===== src/rtl/mnet_pkg.sv =====
// Shared types and helpers for the requantization path.
// Holds default widths, the group config bundle and saturation.
package mnet_pkg;

  localparam int ACC_W   = 48;
  localparam int DATA_W  = 16;
  localparam int SHIFT_W = 6;

  typedef struct packed {
    logic signed [ACC_W-1:0]  bias;
    logic        [SHIFT_W-1:0] shift;
    logic                      relu6;
    logic signed [DATA_W-1:0] six;
  } rq_cfg_t;

  function automatic logic signed [DATA_W-1:0] sat_data(
    input logic signed [ACC_W:0] v
  );
    logic signed [ACC_W:0] hi;
    logic signed [ACC_W:0] lo;
    hi = {{(ACC_W-DATA_W+2){1'b0}}, {(DATA_W-1){1'b1}}};
    lo = ~hi;
    if (v > hi)
      return hi[DATA_W-1:0];
    else if (v < lo)
      return lo[DATA_W-1:0];
    else
      return v[DATA_W-1:0];
  endfunction

endpackage


===== src/rtl/sync_fifo.sv =====
// Single-clock FIFO; a write into a full FIFO is accepted
// only when a read happens in the same cycle.
module sync_fifo #(
  parameter int WIDTH = 16,
  parameter int DEPTH = 4,
  localparam int AW = $clog2(DEPTH)
) (
  input  logic             clk,
  input  logic             rst,
  input  logic             wr_en,
  input  logic [WIDTH-1:0] wr_data,
  input  logic             rd_en,
  output logic [WIDTH-1:0] rd_data,
  output logic             full,
  output logic             empty,
  output logic [AW:0]      count
);

  logic [WIDTH-1:0] mem [DEPTH];
  logic [AW-1:0]    wr_ptr;
  logic [AW-1:0]    rd_ptr;
  logic             do_wr;
  logic             do_rd;

  assign empty = (count == '0);
  assign full  = (count == (AW+1)'(DEPTH));
  assign do_rd = rd_en && !empty;
  assign do_wr = wr_en && (!full || do_rd);

  // Head is forced to zero when empty so reset shows a clean bus.
  assign rd_data = empty ? '0 : mem[rd_ptr];

  always_ff @(posedge clk) begin
    if (do_wr)
      mem[wr_ptr] <= wr_data;
  end

  always_ff @(posedge clk) begin
    if (rst) begin
      wr_ptr <= '0;
      rd_ptr <= '0;
      count  <= '0;
    end else begin
      if (do_wr)
        wr_ptr <= wr_ptr + AW'(1);
      if (do_rd)
        rd_ptr <= rd_ptr + AW'(1);
      if (do_wr && !do_rd)
        count <= count + (AW+1)'(1);
      else if (do_rd && !do_wr)
        count <= count - (AW+1)'(1);
    end
  end

endmodule


===== src/rtl/psum_requant.sv =====
// Accumulates partial sums per pixel, adds bias, rounds,
// clamps and saturates, then queues results for the consumer.
module psum_requant #(
  parameter int ACC_W      = mnet_pkg::ACC_W,
  parameter int DATA_W     = mnet_pkg::DATA_W,
  parameter int CNT_W      = 12,
  parameter int SHIFT_W    = mnet_pkg::SHIFT_W,
  parameter int FIFO_DEPTH = 4
) (
  input  logic                     clk,
  input  logic                     rst,
  input  logic                     psum_valid,
  input  logic signed [ACC_W-1:0]  psum_in,
  input  logic        [CNT_W-1:0]  cfg_k,
  input  logic signed [ACC_W-1:0]  cfg_bias,
  input  logic        [SHIFT_W-1:0] cfg_shift,
  input  logic                     cfg_relu6,
  input  logic signed [DATA_W-1:0] cfg_six,
  output logic                     out_valid,
  output logic signed [DATA_W-1:0] out_data,
  input  logic                     out_ready,
  output logic                     busy,
  output logic                     err_overflow
);
  import mnet_pkg::*;

  localparam int FAW = $clog2(FIFO_DEPTH);
  localparam logic [SHIFT_W-1:0] SH_MAX = SHIFT_W'(ACC_W-1);

  logic [CNT_W-1:0]        cnt;
  logic [CNT_W-1:0]        k_l;
  logic [CNT_W-1:0]        k_now;
  logic signed [ACC_W-1:0] acc;
  logic signed [ACC_W-1:0] acc_base;
  logic                    last;
  logic                    a_vld;
  rq_cfg_t                 g_cfg;
  rq_cfg_t                 cfg_now;

  logic [SHIFT_W-1:0]      sh;
  logic signed [ACC_W:0]   acc_x;
  logic signed [ACC_W:0]   rnd_sum;
  logic signed [ACC_W:0]   y_next;
  logic                    b_vld;
  logic signed [ACC_W:0]   y_b;
  logic                    b_relu6;
  logic signed [DATA_W-1:0] b_six;

  logic signed [ACC_W:0]   six_x;
  logic signed [ACC_W:0]   y_c;
  logic [DATA_W-1:0]       wr_data;
  logic                    pop;
  logic                    full;
  logic                    empty;
  logic                    wr_ok;
  logic [FAW:0]            fifo_count_unused;

  // Config is taken from the ports only on a group's first psum.
  always_comb begin
    cfg_now = g_cfg;
    k_now   = k_l;
    if (cnt == '0) begin
      cfg_now.bias  = cfg_bias;
      cfg_now.shift = (cfg_shift > SH_MAX) ? SH_MAX : cfg_shift;
      cfg_now.relu6 = cfg_relu6;
      cfg_now.six   = cfg_six;
      k_now = (cfg_k == '0) ? CNT_W'(1) : cfg_k;
    end
  end

  assign acc_base = (cnt == '0) ? cfg_now.bias : acc;
  assign last     = (cnt == k_now - CNT_W'(1));

  always_ff @(posedge clk) begin
    if (rst) begin
      cnt   <= '0;
      k_l   <= '0;
      acc   <= '0;
      a_vld <= 1'b0;
      g_cfg <= '0;
    end else begin
      a_vld <= 1'b0;
      if (psum_valid) begin
        acc   <= acc_base + psum_in;
        g_cfg <= cfg_now;
        k_l   <= k_now;
        if (last) begin
          cnt   <= '0;
          a_vld <= 1'b1;
        end else begin
          cnt <= cnt + CNT_W'(1);
        end
      end
    end
  end

  // One extra bit keeps the round-half-up add from overflowing.
  assign sh      = g_cfg.shift;
  assign acc_x   = {acc[ACC_W-1], acc};
  assign rnd_sum = acc_x + ((ACC_W+1)'(1) << (sh - SHIFT_W'(1)));
  assign y_next  = (sh == '0) ? acc_x : (rnd_sum >>> sh);

  always_ff @(posedge clk) begin
    if (rst) begin
      b_vld   <= 1'b0;
      y_b     <= '0;
      b_relu6 <= 1'b0;
      b_six   <= '0;
    end else begin
      b_vld <= a_vld;
      if (a_vld) begin
        y_b     <= y_next;
        b_relu6 <= g_cfg.relu6;
        b_six   <= g_cfg.six;
      end
    end
  end

  assign six_x = {{(ACC_W+1-DATA_W){b_six[DATA_W-1]}}, b_six};

  always_comb begin
    y_c = y_b;
    if (b_relu6) begin
      if (y_c < 0)
        y_c = '0;
      if (y_c > six_x)
        y_c = six_x;
    end
  end

  assign wr_data = sat_data(y_c);
  assign pop     = out_valid && out_ready;
  assign wr_ok   = !full || pop;

  sync_fifo #(
    .WIDTH (DATA_W),
    .DEPTH (FIFO_DEPTH)
  ) u_fifo (
    .clk     (clk),
    .rst     (rst),
    .wr_en   (b_vld),
    .wr_data (wr_data),
    .rd_en   (out_ready),
    .rd_data (out_data),
    .full    (full),
    .empty   (empty),
    .count   (fifo_count_unused)
  );

  assign out_valid = !empty;
  assign busy      = (cnt != '0) || a_vld || b_vld;

  always_ff @(posedge clk) begin
    if (rst)
      err_overflow <= 1'b0;
    else if (b_vld && !wr_ok)
      err_overflow <= 1'b1;
  end

endmodule


===== config.mk =====
export PLATFORM = sky130hd
export DESIGN_NAME = psum_requant
export DESIGN_NICKNAME = d
export VERILOG_FILES = /design/src/rtl/mnet_pkg.sv /design/src/rtl/sync_fifo.sv /design/src/rtl/psum_requant.sv
export SDC_FILE = /design/constraint.sdc
export NUM_CORES = 1
export LEC_CHECK = 0
export CORE_AREA = 3 3 134 266
export DETAILED_ROUTE_END_ITERATION = 10
export DIE_AREA = 0 0 137 269
export MAX_ROUTING_LAYER = met4
export PLACE_DENSITY = 0.86
export RECOVER_POWER = 100
export SYNTH_ARGS = -nofsm -noshare
export SYNTH_HDL_FRONTEND = slang
export SYNTH_SLANG_ARGS = --single-unit

===== constraint.sdc =====
create_clock -name clk -period 15.86 [get_ports clk]
set_input_delay 4.758 -clock clk [delete_from_list [all_inputs] [get_ports clk]]
set_output_delay 4.758 -clock clk [all_outputs]
set_load 0.05 [all_outputs]

==> metrics.cfg, run 1 <==
[outcome]
status = did not finish
failing_step = 5_1_grt
tool.error = [ERROR GRT-0116] Global routing finished with congestion. Check the congestion regions in the DRC Viewer.

[placed_design]
placement.io_buffers = 153
place_area_sq_um = 23620
detailedPlacementHpwl_mm = 70.28
gp_congestion = 1.153
pre_cts_ws_ns = 7.080

[clock_network]
numCtsBuffers = 22
postCtsResizedCells = 0
clock_tree.htree_level_count = 1
postCtsSetupBuffers = 0
ctsLongestPathBuffers = 3
cts_root_buf = clkbuf_16
cts_hold_buf = 0
cts.sinks = 237

[yosys]
synth_cell_type_count = 104
avgSynthCellArea_sq_um = 7.841
synth_enable_flop_cells = 64
post_synth_instance_area_sq_um = 21940
synthesis.instances = 2798
yosysSeqAreaShare_pct = 24.55
synth_warnings = 0
synth-async-reset-ratio_pct = 0
synth-seq-cells = 237
synth_fp_nets = 3090
ys_dominant_reg_cell = dfxtp_1

[floorplan]
floorplan_die_width_um = 137
initial_utilization_pct = 64.99
die_height_um = 269
ioPinCount = 154
std_cell_rows = 95

[global_route]
groute.usage.overall_pct = 54.78
grt_pass1_vias = 25520
grt_max_degree = 73
grt_pass1_wl_mm = 149.1
grt.overflow.total = 2

==> per-stage QoR <==
stage                     cells  utilization [%]
after detailed placement   3253            69.97
after CTS                  3293            72.39
after floorplan            2798                -
after global placement     3253            69.97
==> cells by family after synthesis <==
logic type | count (synthesis) | share of synthesized area, %
and+or+nand+nor | 1089 | 23.19
AOI/OAI and AO/OA | 776 | 23.39
DFF | 237 | 24.55
buffers and inverters | 233 | 4.180
muxes | 188 | 10.80
adders and majority gates | 157 | 9.057
xor gates and xnor gates | 118 | 4.842
==> layer usage <==
metal  GRT overflow  track usage [%]
met1              0            50.48
met2              0            81.60
met3              0            21.10
met4              2            58.77
met5              -                -
==> cells in the mapped netlist, types with 18 or more instances <==
master | count | area share (%)
nand2_1 | 407 | 7.0
nor2_1 | 289 | 4.9
a21oi_1 | 223 | 5.1
dfxtp_1 | 173 | 16
ha_1 | 154 | 8.8
o21ai_0 | 142 | 3.2
mux2i_1 | 132 | 6.0
clkbuf_1 | 126 | 2.2
xnor2_1 | 66 | 2.6
a21o_1 | 65 | 2.2
edfxtp_1 | 64 | 8.8
nor2b_1 | 63 | 1.8
nor3_1 | 63 | 1.4
inv_1 | 57 | 0.98
nand4_1 | 56 | 1.6
nand3_1 | 54 | 1.2
xor2_1 | 50 | 2.0
a211oi_1 | 44 | 1.5
mux4_2 | 37 | 3.8
o211ai_1 | 35 | 1.2
and2_1 | 33 | 0.94
a31oi_1 | 30 | 0.86
o21a_1 | 29 | 0.99
nor4_1 | 25 | 0.71
buf_1 | 23 | 0.39
a221o_1 | 20 | 0.91
mux2_2 | 19 | 0.98
o21ai_1 | 18 | 0.41
==> run 2: changes to the inputs <==
--- a/config.mk
+++ b/config.mk
@@ -5,11 +5,10 @@
 export SDC_FILE = /design/constraint.sdc
 export NUM_CORES = 1
 export LEC_CHECK = 0
-export CORE_AREA = 3 3 134 266
+export CORE_AREA = 3 3 239 241
 export DETAILED_ROUTE_END_ITERATION = 10
-export DIE_AREA = 0 0 137 269
-export MAX_ROUTING_LAYER = met4
-export PLACE_DENSITY = 0.86
+export DIE_AREA = 0 0 242 244
+export PLACE_DENSITY_LB_ADDON = 0.15
 export RECOVER_POWER = 100
 export SYNTH_ARGS = -nofsm -noshare
 export SYNTH_HDL_FRONTEND = slang
==> run 2 against run 1 <==
The flow now finishes, with violations (capacitance limit, slew limit). Synthesized area is the same. Synthesized cell count is the same.
==> metrics.cfg, run 2 <==
[yosys]
most_repeated_cell_in_the_gate_level_netlist_after_synthesis = nand2_1  ; unchanged
synth-async-reset-ratio_pct = 0  ; unchanged
avgSynthCellArea_sq_um = 7.841  ; unchanged
yosysSeqAreaShare_pct = 24.55  ; unchanged
ys_top_cells_by_area = dfxtp_1 (16%), ha_1 (8.8%), edfxtp_1 (8.8%)  ; unchanged
synth_cell_type_count = 104  ; unchanged
post_synth_instance_area_sq_um = 21940  ; unchanged
synth_top_area_share_pct = 15.79  ; unchanged
netlist.top_cell.by_area = dfxtp_1  ; unchanged
synthesis.instances = 2798  ; unchanged
synth_warnings = 0  ; unchanged
synth_enable_flop_cells = 64  ; unchanged
synthTopCellsByCount = nand2_1 (407), nor2_1 (289), a21oi_1 (223)  ; unchanged
synth-seq-cells = 237  ; unchanged
synth_fp_nets = 3090  ; unchanged
ys_dominant_reg_cell = dfxtp_1  ; unchanged

[floorplan]
ioPinCount = 154  ; unchanged
std_cell_rows = 86  ; was 95
floorplan.die_area_sq_um = 59050
core-area_sq_um = 55090
floorplan_die_width_um = 242  ; was 137 um
initial_utilization_pct = 39.82  ; was 64.99%
die_height_um = 244  ; was 269 um

[outcome]
status = complete, but fails checks  ; was did not finish
violations = capacitance limit, slew limit

[worst_setup_path]
regToRegStartpoint = sh[0]
critPathLaunchType = register
peak_per_stage_delay_on_the_critical_path_ns = 2.04
r2r_slack_ns = 4.36
worst_ep_arrival_time_ns = 11.94
worst_setup_path_startpoint = sh[0]
critical_path_class = register to register
worst_path_most_repeated_cell = o21ai_0
critical_path.cell_chain = clkbuf_1, clkinv_1, clkbuf_1, nand2_1, clkinv_1, nand2_1, a22oi_1, or2_0, nor3_1, ha_1, a21oi_1, o21ai_0, a211oi_1, a21oi_1, o21ai_0, o211a_2, xor3_1, o21ai_0, nor3_1, a211oi_1, o2111ai_1, a31oi_1
cp-end-kind = register
path_max_fanout = 43
worstRegToRegCells = 22
worstPathRequired_ns = 16.31
cpMaxStageDelayCell = clkbuf_1
reg2reg_to = y_b[37]

[placed_design]
detailedPlacementHpwl_mm = 66.98  ; was 70.28 mm
pre_cts_ws_ns = 6.863  ; was 7.080 ns
placement.io_buffers = 153  ; unchanged
gp_congestion = 1.028  ; was 1.153
place_area_sq_um = 23990  ; was 23,620 sq um

[hold_path]
holdPathEnd = g_cfg[5]
min_delay_path_depth = 2
hold_path.startpoint = g_cfg[5]
timing.hold.worst.class = register to register

[clock_network]
ctsLongestPathBuffers = 3  ; unchanged
clock_insertion_delay_worst_skew_ns = 0.58
numCtsBuffers = 28  ; was 22
postCtsResizedCells = 0  ; unchanged
cts.sinks = 237  ; unchanged
postCtsSetupBuffers = 0  ; unchanged
clkTransAtPathRegs_ns = 0.06
cts_root_buf = clkbuf_16  ; unchanged
cts_hold_buf = 0  ; unchanged
clock_tree.htree_level_count = 1  ; unchanged
cts_tree = done

[final_layout]
registers_with_the_most_flip_flops = u_fifo.mem (64), y_b (49), acc (48)
fill_cells = 5709
most_common_cell_after_layout_fill_and_taps_aside = nand2_1
nNetsFinal = 3137
largest_register_ff_count = 64
design_area_sq_um = 24930
finalCoreUtilization_pct = 45.25
most-common-layout-cells = nand2_1 (407), nor2_1 (288), a21oi_1 (224), dfxtp_1 (171), ha_1 (154)
post_route_cells_drive_above_1_share_pct = 6.278
layout-area-overhead-vs-synth_pct = 13.64
regMostFlops = u_fifo.mem

[pwr]
worst_ir_drop_vdd_v = 0.00007423
leakage_nw = 10.05
totalPowerFinal_mw = 2.595
clockPowerShare_pct = 25.7
internal_power_mw = 1.486
share_seq_of_total_power_pct = 28.4
p_per_cell_area_nw_per_um2 = 104.1
net-switching-power_mw = 1.109
p_sw_share_pct = 42.72
combPwrFrac_pct = 45.9

[global_route]
antenna_found_initial = 5
grt_pass1_vias = 21340
groute.usage.overall_pct = 27.96
grt.overflow.total = 0
grt_pass1_wl_mm = 129.9
grt_max_degree = 73

[sta]
timing.max_slew.rel_slack_pct = -135.2
post-route-period-util_pct = 72.48
final_period_minus_worst_setup_slack_ns = 11.50
setup_total_negative_slack_ns = 0
worstMarginPinSlew_ns = 3.528
setup_viol = 0
hold_violations = 0
timing.clock.skew_ns = 0.03346
rsz0062_at_grt = false
final_setup_slack_of_the_worst_path_ns = 4.364
maxClockFrequency_mhz = 86.99
maxSlewViolCount = 274

[detailed_routing]
drt-total-wl_mm = 85.67
drt_pre_antenna_iters = 6
post_drt_wl_per_cell_um = 23.68
initial_drc_count = 2030
ant_nets = 0
routed-via-count = 22150
detail_route.drc_violations = 0
drt-vias-per-instance = 6.121

[job]
maxCapViolCount = 5

-- run 2: power groups by stage --
stage	registers [mW]	logic (mW)	clock network (mW)
2_1_floorplan	0.695	0.832	0
3_3_place_gp	0.746	1.17	0
3_5_place_dp	0.747	1.18	0
4_1_cts	0.734	1.18	0.682
5_1_grt	0.737	1.28	0.709
6_report	0.737	1.19	0.667
-- run 2: worst max path at each step --
stage	end	slack, ns	cells past startpoint
2_1_floorplan	acc[46]	8.16	16
3_3_place_gp	acc[46]	7.02	17
3_5_place_dp	acc[46]	6.86	17
4_1_cts	acc[46]	7.43	17
5_1_grt	y_b[37]	3.64	22
6_report	y_b[37]	4.36	22
-- run 2: area by class of cell --
class | instances | area, sq um | area share, %
inverters | 61 | 229.0 | 0.9184
clock buffers | 36 | 750.7 | 3.011
flip-flops and latches | 237 | 5388 | 21.61
well taps | 748 | 935.9 | 3.754
multi-input cells | 2328 | 15640 | 62.73
diodes | 3 | 7.507 | 0.03011
clock inverters | 16 | 214.0 | 0.8582
repair buffers | 189 | 1768 | 7.091
-- run 2: cells by family after synthesis --
kind of cell | Yosys count | synth area share (%)
simple gates | 1089 | 23.19
compound gates | 776 | 23.39
flops | 237 | 24.55
buf+inv | 233 | 4.180
mux | 188 | 10.80
fa+ha+maj | 157 | 9.057
xor+xnor | 118 | 4.842
-- run 2: per-stage QoR --
stage	instances	hold slack, ns
final	3618	0.4559
after global placement	3563	0.4421
after detailed placement	3563	0.4501
after floorplan	2798	0.4357
after global routing	3615	0.4759
after CTS	3615	0.4582
-- run 2: metal layers --
| metal | share of wire (%) | up-vias | global-route usage, % |
|---|---|---|---|
| met5 | 0.051 | - | 0 |
| met4 | 5.8 | 6 | 14.41 |
| met3 | 7.2 | 223 | 4.583 |
| met2 | 45 | 892 | 46.02 |
| met1 | 42 | 10620 | 35.40 |
| li1 | - | 10400 | - |
-- run 2: worst max-delay path: cells and delay by family, from the launching register on --
kind | cells | cell delay [ns]
xor+xnor | 1 | 0.66
fa+ha+maj | 1 | 0.43
simple gates | 5 | 2.26
buf+inv | 4 | 3.57
compound gates | 11 | 4.08
flops | 1 | 0.29
(Power assumes the default switching activity.)
